`src/rtl/rr_arbiter8_if.sv`:
```
// Request/grant bundle between the requesting channels and the round-robin
// arbiter. The master side drives requests and the done strobe; the slave
// side (the arbiter) drives the grant outputs.
interface rr_arbiter8_if;
    logic [7:0] req;
    logic       done;
    logic [2:0] gnt_idx;
    logic       gnt_valid;
    logic [7:0] gnt_onehot;
    logic       timeout;
    logic       busy;

    modport master (
        output req,
        output done,
        input  gnt_idx,
        input  gnt_valid,
        input  gnt_onehot,
        input  timeout,
        input  busy
    );

    modport slave (
        input  req,
        input  done,
        output gnt_idx,
        output gnt_valid,
        output gnt_onehot,
        output timeout,
        output busy
    );
endinterface

```
`src/rtl/rr_arbiter8.sv`:
```
// Eight-way round-robin arbiter with hold-until-done, a bounded hold time and
// a one-cycle release gap. The search for a new owner starts one position
// after the previous owner, so a channel that keeps requesting is served
// within seven other grants. Every output comes straight from a flop.
module rr_arbiter8 #(
    parameter int unsigned TIMEOUT = 255,
    parameter int unsigned CW      = 8
) (
    input  logic          clk,
    input  logic          rst_n,
    rr_arbiter8_if.slave  bus
);

    typedef enum logic [1:0] {
        ST_IDLE  = 2'd0,
        ST_GRANT = 2'd1,
        ST_GAP   = 2'd2
    } state_t;

    // Last count value of a grant that is allowed to run to the limit.
    localparam logic [CW-1:0] LIMIT   = CW'(TIMEOUT - 32'd1);
    localparam logic [CW-1:0] CNT_ONE = CW'(32'd1);

    // Returns {found, index} of the first set request at or after p, mod 8.
    function automatic logic [3:0] rr_pick(input logic [7:0] r, input logic [2:0] p);
        logic [3:0] res;
        logic [2:0] cand;
        res = 4'b0000;
        // Walk from the farthest candidate back to p so the nearest one wins.
        for (int k = 7; k >= 0; k--) begin
            cand = p + 3'(k);
            res  = r[cand] ? {1'b1, cand} : res;
        end
        return res;
    endfunction

    // 3-to-8 one-hot decode of a grant index.
    function automatic logic [7:0] dec3to8(input logic [2:0] i);
        return 8'h01 << i;
    endfunction

    state_t        state_q, state_d;
    logic [2:0]    ptr_q, ptr_d;
    logic [CW-1:0] cnt_q, cnt_d;
    logic [2:0]    gnt_idx_q, gnt_idx_d;
    logic          gnt_valid_q, gnt_valid_d;
    logic [7:0]    gnt_onehot_q, gnt_onehot_d;
    logic          timeout_q, timeout_d;
    logic          busy_q, busy_d;
    logic [3:0]    pick_s;

    assign pick_s = rr_pick(bus.req, ptr_q);

    // Next-state, pointer, hold counter and next registered outputs.
    always_comb begin
        state_d   = state_q;
        ptr_d     = ptr_q;
        cnt_d     = cnt_q;
        gnt_idx_d = gnt_idx_q;
        timeout_d = 1'b0;

        case (state_q)
            ST_IDLE: begin
                if (pick_s[3]) begin
                    gnt_idx_d = pick_s[2:0];
                    cnt_d     = {CW{1'b0}};
                    state_d   = ST_GRANT;
                end else begin
                    state_d   = ST_IDLE;
                end
            end
            ST_GRANT: begin
                // done outranks withdrawal, which outranks the hold limit.
                if (bus.done || !bus.req[gnt_idx_q]) begin
                    state_d = ST_GAP;
                    ptr_d   = gnt_idx_q + 3'd1;
                end else if (cnt_q == LIMIT) begin
                    state_d   = ST_GAP;
                    ptr_d     = gnt_idx_q + 3'd1;
                    timeout_d = 1'b1;
                end else begin
                    cnt_d = cnt_q + CNT_ONE;
                end
            end
            ST_GAP: begin
                state_d = ST_IDLE;
            end
            default: begin
                state_d = ST_IDLE;
            end
        endcase

        gnt_valid_d  = (state_d == ST_GRANT);
        busy_d       = (state_d != ST_IDLE);
        gnt_onehot_d = gnt_valid_d ? dec3to8(gnt_idx_d) : 8'h00;
    end

    // State and output registers; reset clears everything immediately.
    always_ff @(posedge clk or negedge rst_n) begin
        if (!rst_n) begin
            state_q      <= ST_IDLE;
            ptr_q        <= 3'd0;
            cnt_q        <= {CW{1'b0}};
            gnt_idx_q    <= 3'd0;
            gnt_valid_q  <= 1'b0;
            gnt_onehot_q <= 8'h00;
            timeout_q    <= 1'b0;
            busy_q       <= 1'b0;
        end else begin
            state_q      <= state_d;
            ptr_q        <= ptr_d;
            cnt_q        <= cnt_d;
            gnt_idx_q    <= gnt_idx_d;
            gnt_valid_q  <= gnt_valid_d;
            gnt_onehot_q <= gnt_onehot_d;
            timeout_q    <= timeout_d;
            busy_q       <= busy_d;
        end
    end

    assign bus.gnt_idx    = gnt_idx_q;
    assign bus.gnt_valid  = gnt_valid_q;
    assign bus.gnt_onehot = gnt_onehot_q;
    assign bus.timeout    = timeout_q;
    assign bus.busy       = busy_q;

endmodule

```
`src/flat_wrapper.sv`:
```
// flat-port wrapper written by rule: the top's interface ports become plain ports
module rr_arbiter8_flat 
#(
    parameter int unsigned TIMEOUT = 255,
    parameter int unsigned CW      = 8
)
  (clk, rst_n, bus_req, bus_done, bus_gnt_idx, bus_gnt_valid, bus_gnt_onehot, bus_timeout, bus_busy);
  rr_arbiter8_if bus_i ();
  input  logic clk;
  input  logic rst_n;
  input wire logic [$bits(bus_i.req)-1:0] bus_req;
  input wire logic [$bits(bus_i.done)-1:0] bus_done;
  output wire logic [$bits(bus_i.gnt_idx)-1:0] bus_gnt_idx;
  output wire logic [$bits(bus_i.gnt_valid)-1:0] bus_gnt_valid;
  output wire logic [$bits(bus_i.gnt_onehot)-1:0] bus_gnt_onehot;
  output wire logic [$bits(bus_i.timeout)-1:0] bus_timeout;
  output wire logic [$bits(bus_i.busy)-1:0] bus_busy;
  assign bus_i.req = bus_req;
  assign bus_i.done = bus_done;
  assign bus_gnt_idx = bus_i.gnt_idx;
  assign bus_gnt_valid = bus_i.gnt_valid;
  assign bus_gnt_onehot = bus_i.gnt_onehot;
  assign bus_timeout = bus_i.timeout;
  assign bus_busy = bus_i.busy;
  rr_arbiter8 #(.TIMEOUT(TIMEOUT), .CW(CW)) u_core (.clk(clk), .rst_n(rst_n), .bus(bus_i));
endmodule
```
`config.mk`:
```
export PLATFORM = sky130hd
export DESIGN_NAME = rr_arbiter8_flat
export DESIGN_NICKNAME = d
export VERILOG_FILES = /design/src/rtl/rr_arbiter8_if.sv /design/src/rtl/rr_arbiter8.sv /design/src/flat_wrapper.sv
export SDC_FILE = /design/constraint.sdc
export NUM_CORES = 1
export LEC_CHECK = 0
export CORE_ASPECT_RATIO = 0.8
export CORE_MARGIN = 4
export CORE_UTILIZATION = 55
export DETAILED_ROUTE_END_ITERATION = 8
export PLACE_DENSITY = 0.79
export SLEW_MARGIN = 5
export SYNTH_ARGS = -nofsm -noshare
export SYNTH_HDL_FRONTEND = slang
export SYNTH_SLANG_ARGS = --single-unit
```
`constraint.sdc`:
```
create_clock -name clk -period 8 [get_ports clk]
set_input_delay 1.2 -clock clk [delete_from_list [all_inputs] [get_ports clk]]
set_output_delay 1.2 -clock clk [all_outputs]
set_load 0.01 [all_outputs]
```
# [Word-level counts from Yosys, hierarchy flattened]
# Cells that the tools add are included.
[word_totals] register_bits=27 inputBits=11 out_inout_bits=14
[classes] n_addsub=9 magnitude_cmp=9 n_eq_ne=6 n_shift=1 muxes=42 n_reduce_logical=8
[ops] cell="$lt A3 B4 Y1 const B" n=9
[ops] cell="$mux W4" n=8
[ops] cell="$mux W8" n=4
[ops] cell="$bmux W1 S3" n=9
[ops] cell="$pmux W8 S2" n=1
[ops] cell="$mux W1" n=13
[ops] cell="$add A3 B3 Y3 const B" n=4
[ops] cell="$mux W3" n=4
[ops] cell="$add A8 B1 Y8 const B" n=1
[ops] cell="$eq A8 B8 Y1 const B" n=1
[ops] cell="$shl A1 B3 Y8 const A" n=1
[ops] cell="$add A3 B1 Y3 const B" n=2
[ops] cell="$add A3 B2 Y3 const B" n=2
[ops] cell="$reduce_bool A2 Y1" n=3
[ops] cell="$eq A2 B1 Y1 const B" n=2
[ops] cell="$mux W2" n=2
[ops] cell="$ne A2 B2 Y1 const B" n=2
[ops] cell="$pmux W2 S2" n=1
[ops] cell="$reduce_and A4 Y1" n=1
[ops] cell="$logic_not A2 Y1" n=1
[ops] cell="$ne A2 B1 Y1 const B" n=1
[ops] cell="$reduce_and A2 Y1" n=1
[ops] cell="$logic_not A1 Y1" n=1
[ops] cell="$logic_or A1 B1 Y1" n=1

# [Depth between registers and ports, before layout]
# Gate-level depths: netlist (run 1).
[depth] depth_word=15 depth_mapped=15 mapped_depth_nobuf=11

# [Worst setup path before layout (run 1)]
# Ideal clock, no wire load.
[synth_path] path_kind="in2reg" start="input port bus_req[1]" end="register u_core.gnt_onehot_q[0], in the netlist u_core.bus.gnt_onehot[0]" setup_time_ns=0.120 t_arrival_ns=3.314 t_required_ns=7.880 setup_slack_ns=4.566 cell_stages=8 cell_sequence="mux4_2 -> mux2_4 -> or2_1 -> o31ai_2 -> a22oi_1 -> o311a_1 -> o31a_4 -> and4_1"
[synth_via] elab_chain_cells=14 elab_cells_between_ends=36 cone_classes="1 x eq/ne; 1 x shift; 32 x mux; 2 x reduce/logical"
[synth_rtl] item="start, declared" line_no="flat_wrapper.sv:11" rtl="input wire logic [$bits(bus_i.req)-1:0] bus_req;"
[synth_rtl] item="$bmux W1 S3" line_no="rr_arbiter8.sv:32" rtl="res = r[cand] ? {1'b1, cand} : res;"
[synth_rtl] item="$mux W1 (not written as such)" line_no="rr_arbiter8.sv:32"
[synth_rtl] item="$mux W4 (8 in series)" line_no="rr_arbiter8.sv:32"
[synth_rtl] item="$mux W1 or $mux W3 (tied branches)" line_no="rr_arbiter8.sv:64" rtl="if (pick_s[3]) begin"
[synth_rtl] item="$pmux W2 S2 or $mux W3 (tied branches)" line_no="rr_arbiter8.sv:62" rtl="case (state_q)"
[synth_rtl] item="$eq A2 B1 Y1 or $shl A1 B3 Y8 (tied branches)" line_no="rr_arbiter8.sv:93, rr_arbiter8.sv:39"
[synth_rtl] item="$mux W8 *" line_no="rr_arbiter8.sv:95" rtl="gnt_onehot_d = gnt_valid_d ? dec3to8(gnt_idx_d) : 8'h00;"
[synth_rtl] item="via u_core.gnt_onehot_d[0]" line_no="rr_arbiter8.sv:47" rtl="logic [7:0] gnt_onehot_q, gnt_onehot_d;"
[synth_rtl] item="end signal, assigned" line_no="rr_arbiter8.sv:115" rtl="gnt_onehot_q <= gnt_onehot_d;"
[synth_rtl] item="end, declared" line_no="rr_arbiter8.sv:47"
# Mark *: on every way through the listed nets, which the timed path passes. The rest lies on a longest branch. The select of a mux whose other input is x is not followed.
# A chain may end at the register's enable or synchronous reset.

# [Worst setup path after layout (run 1)]
[layout_path] start="register u_core.ptr_q[1]" end="register u_core.gnt_onehot_q[6], in the netlist u_core.bus.gnt_onehot[6]"
[layout_via] elab_chain_cells=15 elab_cells_between_ends=38 cone_classes="7 x add/sub; 1 x eq/ne; 1 x shift; 29 x mux"
[layout_rtl] item="start, declared" line_no="rr_arbiter8.sv:43" rtl="logic [2:0] ptr_q, ptr_d;"
[layout_rtl] item="start signal, assigned" line_no="rr_arbiter8.sv:111" rtl="ptr_q <= ptr_d;"
[layout_rtl] item="$add A3 B3 Y3" line_no="rr_arbiter8.sv:31" rtl="cand = p + 3'(k);"
[layout_rtl] item="$bmux W1 S3" line_no="rr_arbiter8.sv:32"
[layout_rtl] item="$mux W1 (not written as such)" line_no="rr_arbiter8.sv:32"
[layout_rtl] item="$mux W4 (7 in series)" line_no="rr_arbiter8.sv:32"
[layout_rtl] item="$mux W4 *" line_no="rr_arbiter8.sv:32"
[layout_rtl] item="$mux W3 *" line_no="rr_arbiter8.sv:64"
[layout_rtl] item="$mux W3 *" line_no="rr_arbiter8.sv:62"
[layout_rtl] item="via u_core.gnt_idx_d[0]" line_no="rr_arbiter8.sv:45" rtl="logic [2:0] gnt_idx_q, gnt_idx_d;"
[layout_rtl] item="$shl A1 B3 Y8 *" line_no="rr_arbiter8.sv:39" rtl="return 8'h01 << i;"
[layout_rtl] item="$mux W8 *" line_no="rr_arbiter8.sv:95"
[layout_rtl] item="via u_core.gnt_onehot_d[6]" line_no="rr_arbiter8.sv:47"
# Marks and branches as above.

==> flow_metrics.tcl, run 1 <==
set metrics [dict create \
    cts_tree "done" \
    cts_buffers 3 \
    async_flop_share 1.000 \
    wl_um 4248 \
    cts.hold.buffers_added 0 \
    worstPathMaxFanout 15 \
    num_rows 19 \
    outcome "complete, no violations" \
    total_power_mw 1.041 \
    multiInputGateArea_um2 1264 \
    post-cts-setup-buffers 0 \
    start_kind "flip-flop" \
    dp_slack_ps 3765 \
    grt_pass1_vias 1605 \
    worst_ep_required_time_ps 8150 \
    seq_area_um2 675.6 \
    setup_viol 0 \
    postSynthCellCount 199 \
    fin_nets 236 \
    clk_latency_ps 260 \
    finalHoldViolCount 0 \
    rr_worst_depth 10 \
    routed-via-count 1615 \
    period_share 0.5336 \
    diodes 0 \
    finalMaxSlewViolations 0 \
    grt_start_max_net_pins 28 \
    min_to "u_core.cnt_q[7]" \
    place_area_um2 2286 \
    fillerInstances 261 \
    path_clk_slew_ps 90 \
    initial_utilization 0.5847 \
    h-tree-depth 1 \
    area_delta_synth_final_pct 13.90 \
    ys_warn_count 0 \
    hold_class "flip-flop to flip-flop" \
    drive_gt1_frac 0.1142 \
    antenna_found_initial 0 \
    synth_ff_type "dfrtp_1" \
    r2r-end "u_core.bus.gnt_onehot[6]" \
    reg2reg_slack_ps 3730 \
    dr.pass1.iters 4 \
    clock_path_buffers 2 \
    fin_ws_ps 3732 \
    postCtsResizedCells 0 \
    layout_commonest_cell "dfrtp_1" \
    via_per_inst 6.188 \
    synth_edf_count 0 \
    fin_crit_ps 4268 \
    synth.avg_cell_area_um2 10.27 \
    tns_ps 0 \
    grt_usage 0.1868 \
    ys_seq_area_frac 0.3307 \
    max_freq_ghz 0.2343 \
    drtIter0Drc 152 \
    peakVddDrop_v 0.0002859 \
    r2r_start "u_core.ptr_q[1]" \
    slew_headroom 0.5174 \
    synth-seq-cells 27 \
    leakagePower_nw 0.9805 \
    worstMarginPinSlew_ps 723.9 \
    ios 25 \
    die_h_um 62.52 \
    drcViolationCount 0 \
    cp.arrival_ps 4420 \
    syn-cell-area_um2 2043 \
    die_area_um2 4760 \
    cts_root_buffer "clkbuf_8" \
    fin_skew_ps 2.625 \
    rsz0062_at_grt "false" \
    grt_pass1_wl_um 7500 \
    holdCritStartpoint "u_core.cnt_q[7]" \
    final_cell_mix "27 x dfrtp_1, 23 x clkdlybuf4s50_1, 21 x nand2_1" \
    core_um2 3495 \
    synthesis.nets 215 \
    grt-ovfl-total 0 \
    ys_types 51 \
    maxCapViolations 0 \
    critPathCaptureType "flip-flop" \
    ant_nets 0 \
    port_buffers 24 \
    dp_hpwl_um 3246 \
    cts_sinks 27 \
    fp.dieW_um 76.15 \
    critPathKind "flip-flop to flip-flop" \
    hold_depth 2 \
    gp_congestion 1.005 \
    p_per_area_nw_per_um2 447.2 \
    final_area_um2 2327 \
    wl_per_cell_um 16.28 \
]
[worst max path at each step]
| stage | end | slack, ps | from |
|---|---|---|---|
| 3_5_place_dp | u_core.bus.gnt_onehot[2] | 3770 | bus_req[7] |
| 6_report | u_core.bus.gnt_onehot[6] | 3730 | u_core.ptr_q[1] |
| 3_3_place_gp | u_core.bus.gnt_onehot[0] | 3820 | bus_req[7] |
| 2_1_floorplan | u_core.bus.gnt_onehot[0] | 4570 | bus_req[1] |
| 5_1_grt | u_core.bus.gnt_onehot[6] | 3440 | u_core.ptr_q[0] |
| 4_1_cts | u_core.bus.gnt_onehot[6] | 3760 | u_core.ptr_q[0] |
[critical path: stages, from the launching register on]
cell and delay (ps):
dfrtp_1 700, inv_1 180, ha_1 660, mux4_1 770, mux2_2 370, nand2b_1 200
nor3_1 290, nor3_2 150, mux2i_1 400, inv_2 120, a211oi_1 320
[kinds of logic (layout without fill, tap and decap cells)]
| kind of cell | after synthesis | count (layout) | synth area share |
|---|---|---|---|
| xor+xnor | 8 | 8 | 0.03429 |
| buf+inv | 21 | 41 | 0.05083 |
| mux | 26 | 26 | 0.2309 |
| compound gates | 42 | 42 | 0.1341 |
| fa+ha+maj | 5 | 5 | 0.03062 |
| simple gates | 70 | 70 | 0.1886 |
| flops | 27 | 27 | 0.3307 |
[synthesized netlist by cell type, types with 2 or more instances]
| cell type | count | area share |
|---|---|---|
| nor2_1 | 11 | 0.020 |
| o21ai_1 | 2 | 0.0049 |
| nor3_1 | 2 | 0.0049 |
| and4bb_2 | 2 | 0.012 |
| dfrtp_1 | 27 | 0.33 |
| a211oi_1 | 4 | 0.015 |
| or3_1 | 5 | 0.015 |
| buf_6 | 2 | 0.011 |
| clkbuf_1 | 2 | 0.0037 |
| mux4_2 | 6 | 0.066 |
| inv_1 | 11 | 0.020 |
| ha_1 | 5 | 0.031 |
| xnor2_1 | 5 | 0.021 |
| nor2b_1 | 4 | 0.012 |
| nand3_1 | 4 | 0.0098 |
| mux2_2 | 4 | 0.022 |
| a22oi_1 | 2 | 0.0073 |
| o21ai_0 | 11 | 0.027 |
| a21oi_1 | 12 | 0.029 |
| buf_2 | 4 | 0.0098 |
| and4_1 | 4 | 0.017 |
| mux4_1 | 7 | 0.090 |
| mux2i_1 | 7 | 0.034 |
| nand2b_1 | 7 | 0.021 |
| nand2_1 | 21 | 0.039 |
| xor2_1 | 3 | 0.013 |
[per-layer routing]
metal  track usage  share of wire
met1        0.2704           0.47
met2        0.2981           0.46
met3       0.03026          0.065
met4       0.03712         0.0099
met5             0              0
[cell type report]
type | instances | share of cell area
multi-input cells | 151 | 0.5430
clock inverters | 1 | 0.002151
clock buffers | 3 | 0.01774
flip-flops and latches | 27 | 0.2903
inverters | 13 | 0.02312
well taps | 42 | 0.02258
repair buffers | 24 | 0.1011
[sequential cells by signal, indices dropped and copies added (netlist names)]
signal                 count
u_core.bus.busy            1
u_core.bus.gnt_idx         3
u_core.bus.gnt_onehot      8
u_core.bus.gnt_valid       1
u_core.bus.timeout         1
u_core.cnt_q               8
u_core.ptr_q               3
u_core.state_q             2
[stage by stage]
stage / util / hold slack, ps / std cells
after floorplan: - / 509.9 / 199
after global placement: 0.6541 / 526.6 / 257
after detailed placement: 0.6541 / 561.8 / 257
after CTS: 0.6674 / 574.3 / 261
after global routing: 0.6660 / 616.3 / 261
final: 0.6660 / 572.9 / 261
[report_power, final]
| part | leakage, nW | internal [mW] | switching (mW) | total, mW |
|---|---|---|---|---|
| registers | 0.356 | 0.177 | 0.0690 | 0.246 |
| clock network | 0.0255 | 0.0348 | 0.0396 | 0.0744 |
| logic | 0.599 | 0.345 | 0.375 | 0.720 |
(Power assumes the default switching activity.)
==> inputs of run 2 (changes only) <==
--- a/config.mk
+++ b/config.mk
@@ -7,9 +7,9 @@
 export LEC_CHECK = 0
 export CORE_ASPECT_RATIO = 0.8
 export CORE_MARGIN = 4
-export CORE_UTILIZATION = 55
+export CORE_UTILIZATION = 50
 export DETAILED_ROUTE_END_ITERATION = 8
-export PLACE_DENSITY = 0.79
+export PLACE_DENSITY = 0.76
 export SLEW_MARGIN = 5
 export SYNTH_ARGS = -nofsm -noshare
 export SYNTH_HDL_FRONTEND = slang
==> constraint.sdc (replaced) <==
create_clock -name clk -period 3.73 [get_ports clk]
set_input_delay 0.5595 -clock clk [delete_from_list [all_inputs] [get_ports clk]]
set_output_delay 0.5595 -clock clk [all_outputs]
set_load 0.01 [all_outputs]
==> flow_metrics.tcl, run 2 (synthesis results as in run 1) <==
set metrics [dict create \
    rsz0062_at_grt "false" \
    ant_nets 0 \
    seq_area_um2 675.6 \
    ios 25 \
    h-tree-depth 1 \
    finalHoldViolCount 0 \
    wl_um 4585 \
    outcome "complete, no violations" \
    cts_tree "done" \
    setup_viol 0 \
    num_rows 20 \
    grt_usage 0.1893 \
    reg2reg_slack_ps 340 \
    core_um2 3879 \
    worst_ep_required_time_ps 3910 \
    area_delta_synth_final_pct 18.31 \
    diodes 0 \
    gp_congestion 0.8845 \
    p_per_area_nw_per_um2 974.6 \
    slew_headroom 0.7464 \
    grt_start_max_net_pins 28 \
    clock_path_buffers 2 \
    path_clk_slew_ps 100 \
    layout_commonest_cell "dfrtp_1" \
    final_core_util 0.6232 \
    tns_ps 0 \
    clk_latency_ps 280 \
    final_area_um2 2417 \
    cts_sinks 27 \
    worstMarginPinSlew_ps 373.0 \
    port_buffers 24 \
    fin_skew_ps 5.683 \
    cts_root_buffer "clkbuf_8" \
    drcViolationCount 0 \
    multiInputGateArea_um2 1284 \
    start_kind "flip-flop" \
    drtIter0Drc 62 \
    final_cell_mix "27 x dfrtp_1, 24 x clkdlybuf4s50_1, 21 x nand2_1" \
    finalMaxSlewViolations 0 \
    post-cts-setup-buffers 0 \
    cp.arrival_ps 3570 \
    grt_pass1_wl_um 7714 \
    initial_utilization 0.5268 \
    antenna_found_initial 0 \
    leakagePower_nw 1.012 \
    cts_buffers 3 \
    die_area_um2 5179 \
    fillerInstances 315 \
    grt_pass1_vias 1528 \
    maxCapViolations 0 \
    critPathKind "flip-flop to flip-flop" \
    max_freq_ghz 0.2954 \
    dp_hpwl_um 3383 \
    routed-via-count 1640 \
    fin_crit_ps 3385 \
    place_area_um2 2347 \
    total_power_mw 2.356 \
    fin_nets 242 \
    period_share 0.9075 \
    wl_per_cell_um 16.38 \
    peakVddDrop_v 0.0005052 \
    critPathCaptureType "flip-flop" \
    fp.dieW_um 79.47 \
    dr.pass1.iters 5 \
    via_per_inst 5.857 \
    drive_gt1_frac 0.1467 \
    worstPathMaxFanout 8 \
    grt-ovfl-total 0 \
    die_h_um 65.18 \
    hold_class "flip-flop to flip-flop" \
]
## run 2: power by group
group	total (mW)	leakage (nW)	internal (mW)	switching (mW)
Combinational	1.73	0.630	0.798	0.933
Sequential	0.452	0.356	0.381	0.0707
Clock	0.173	0.0261	0.0785	0.0948
Total	2.36	1.01	1.26	1.10
## run 2: per-stage QoR
step	setup WS (ps)	hold slack (ps)	std cells
6_report	344.9	552.6	280
5_1_grt	95.89	594.3	280
4_1_cts	260.4	560.2	280
3_5_place_dp	186.8	545.8	276
3_3_place_gp	274.2	547.4	276
2_1_floorplan	363.2	263.9	199
## run 2: worst paths after layout
kind | startpoint | to | cells after the start
max in group asynchronous | rst_n | u_core.cnt_q[7] | 2
setup / recovery | u_core.ptr_q[1] | u_core.bus.gnt_onehot[7] | 11
hold / removal | u_core.cnt_q[6] | u_core.cnt_q[6] | 2
min in group asynchronous | rst_n | u_core.cnt_q[3] | 2
hold reg to reg | u_core.cnt_q[6] | u_core.cnt_q[6] | 2
setup reg to reg | u_core.ptr_q[1] | u_core.bus.gnt_onehot[7] | 11
## run 2: layout make-up
class                   instances  area share
clock inverters                 1    0.003623
multi-input cells             151      0.5311
inverters                      13     0.02226
well taps                      55     0.02847
repair buffers                 30      0.1180
flip-flops and latches         27      0.2795
clock buffers                   3     0.01708
## run 2: what timing repair did
action,in CTS,in global routing
endpoints found under the setup margin,0,4
hold buffers,0,0
gates resized for setup,0,4
## run 2: critical path, stage by stage (launching register included)
cell and delay [ps]:
dfrtp_1 360, inv_1 80, ha_1 480, buf_4 230, mux2i_1 120, mux4_1 550, or2_1 260, o31ai_2 200
a22oi_1 120, o311a_1 360, o31a_4 320, a211oi_1 220
## run 2: metal layers
metal / share of wire / vias up / GRT usage / routed length (µm)
li1: - / 793 / - / -
met1: 0.48 / 768 / 0.2829 / 2192
met2: 0.44 / 72 / 0.2823 / 2020
met3: 0.068 / 7 / 0.03836 / 313
met4: 0.013 / 0 / 0.04506 / 59
met5: 0 / - / 0 / 0
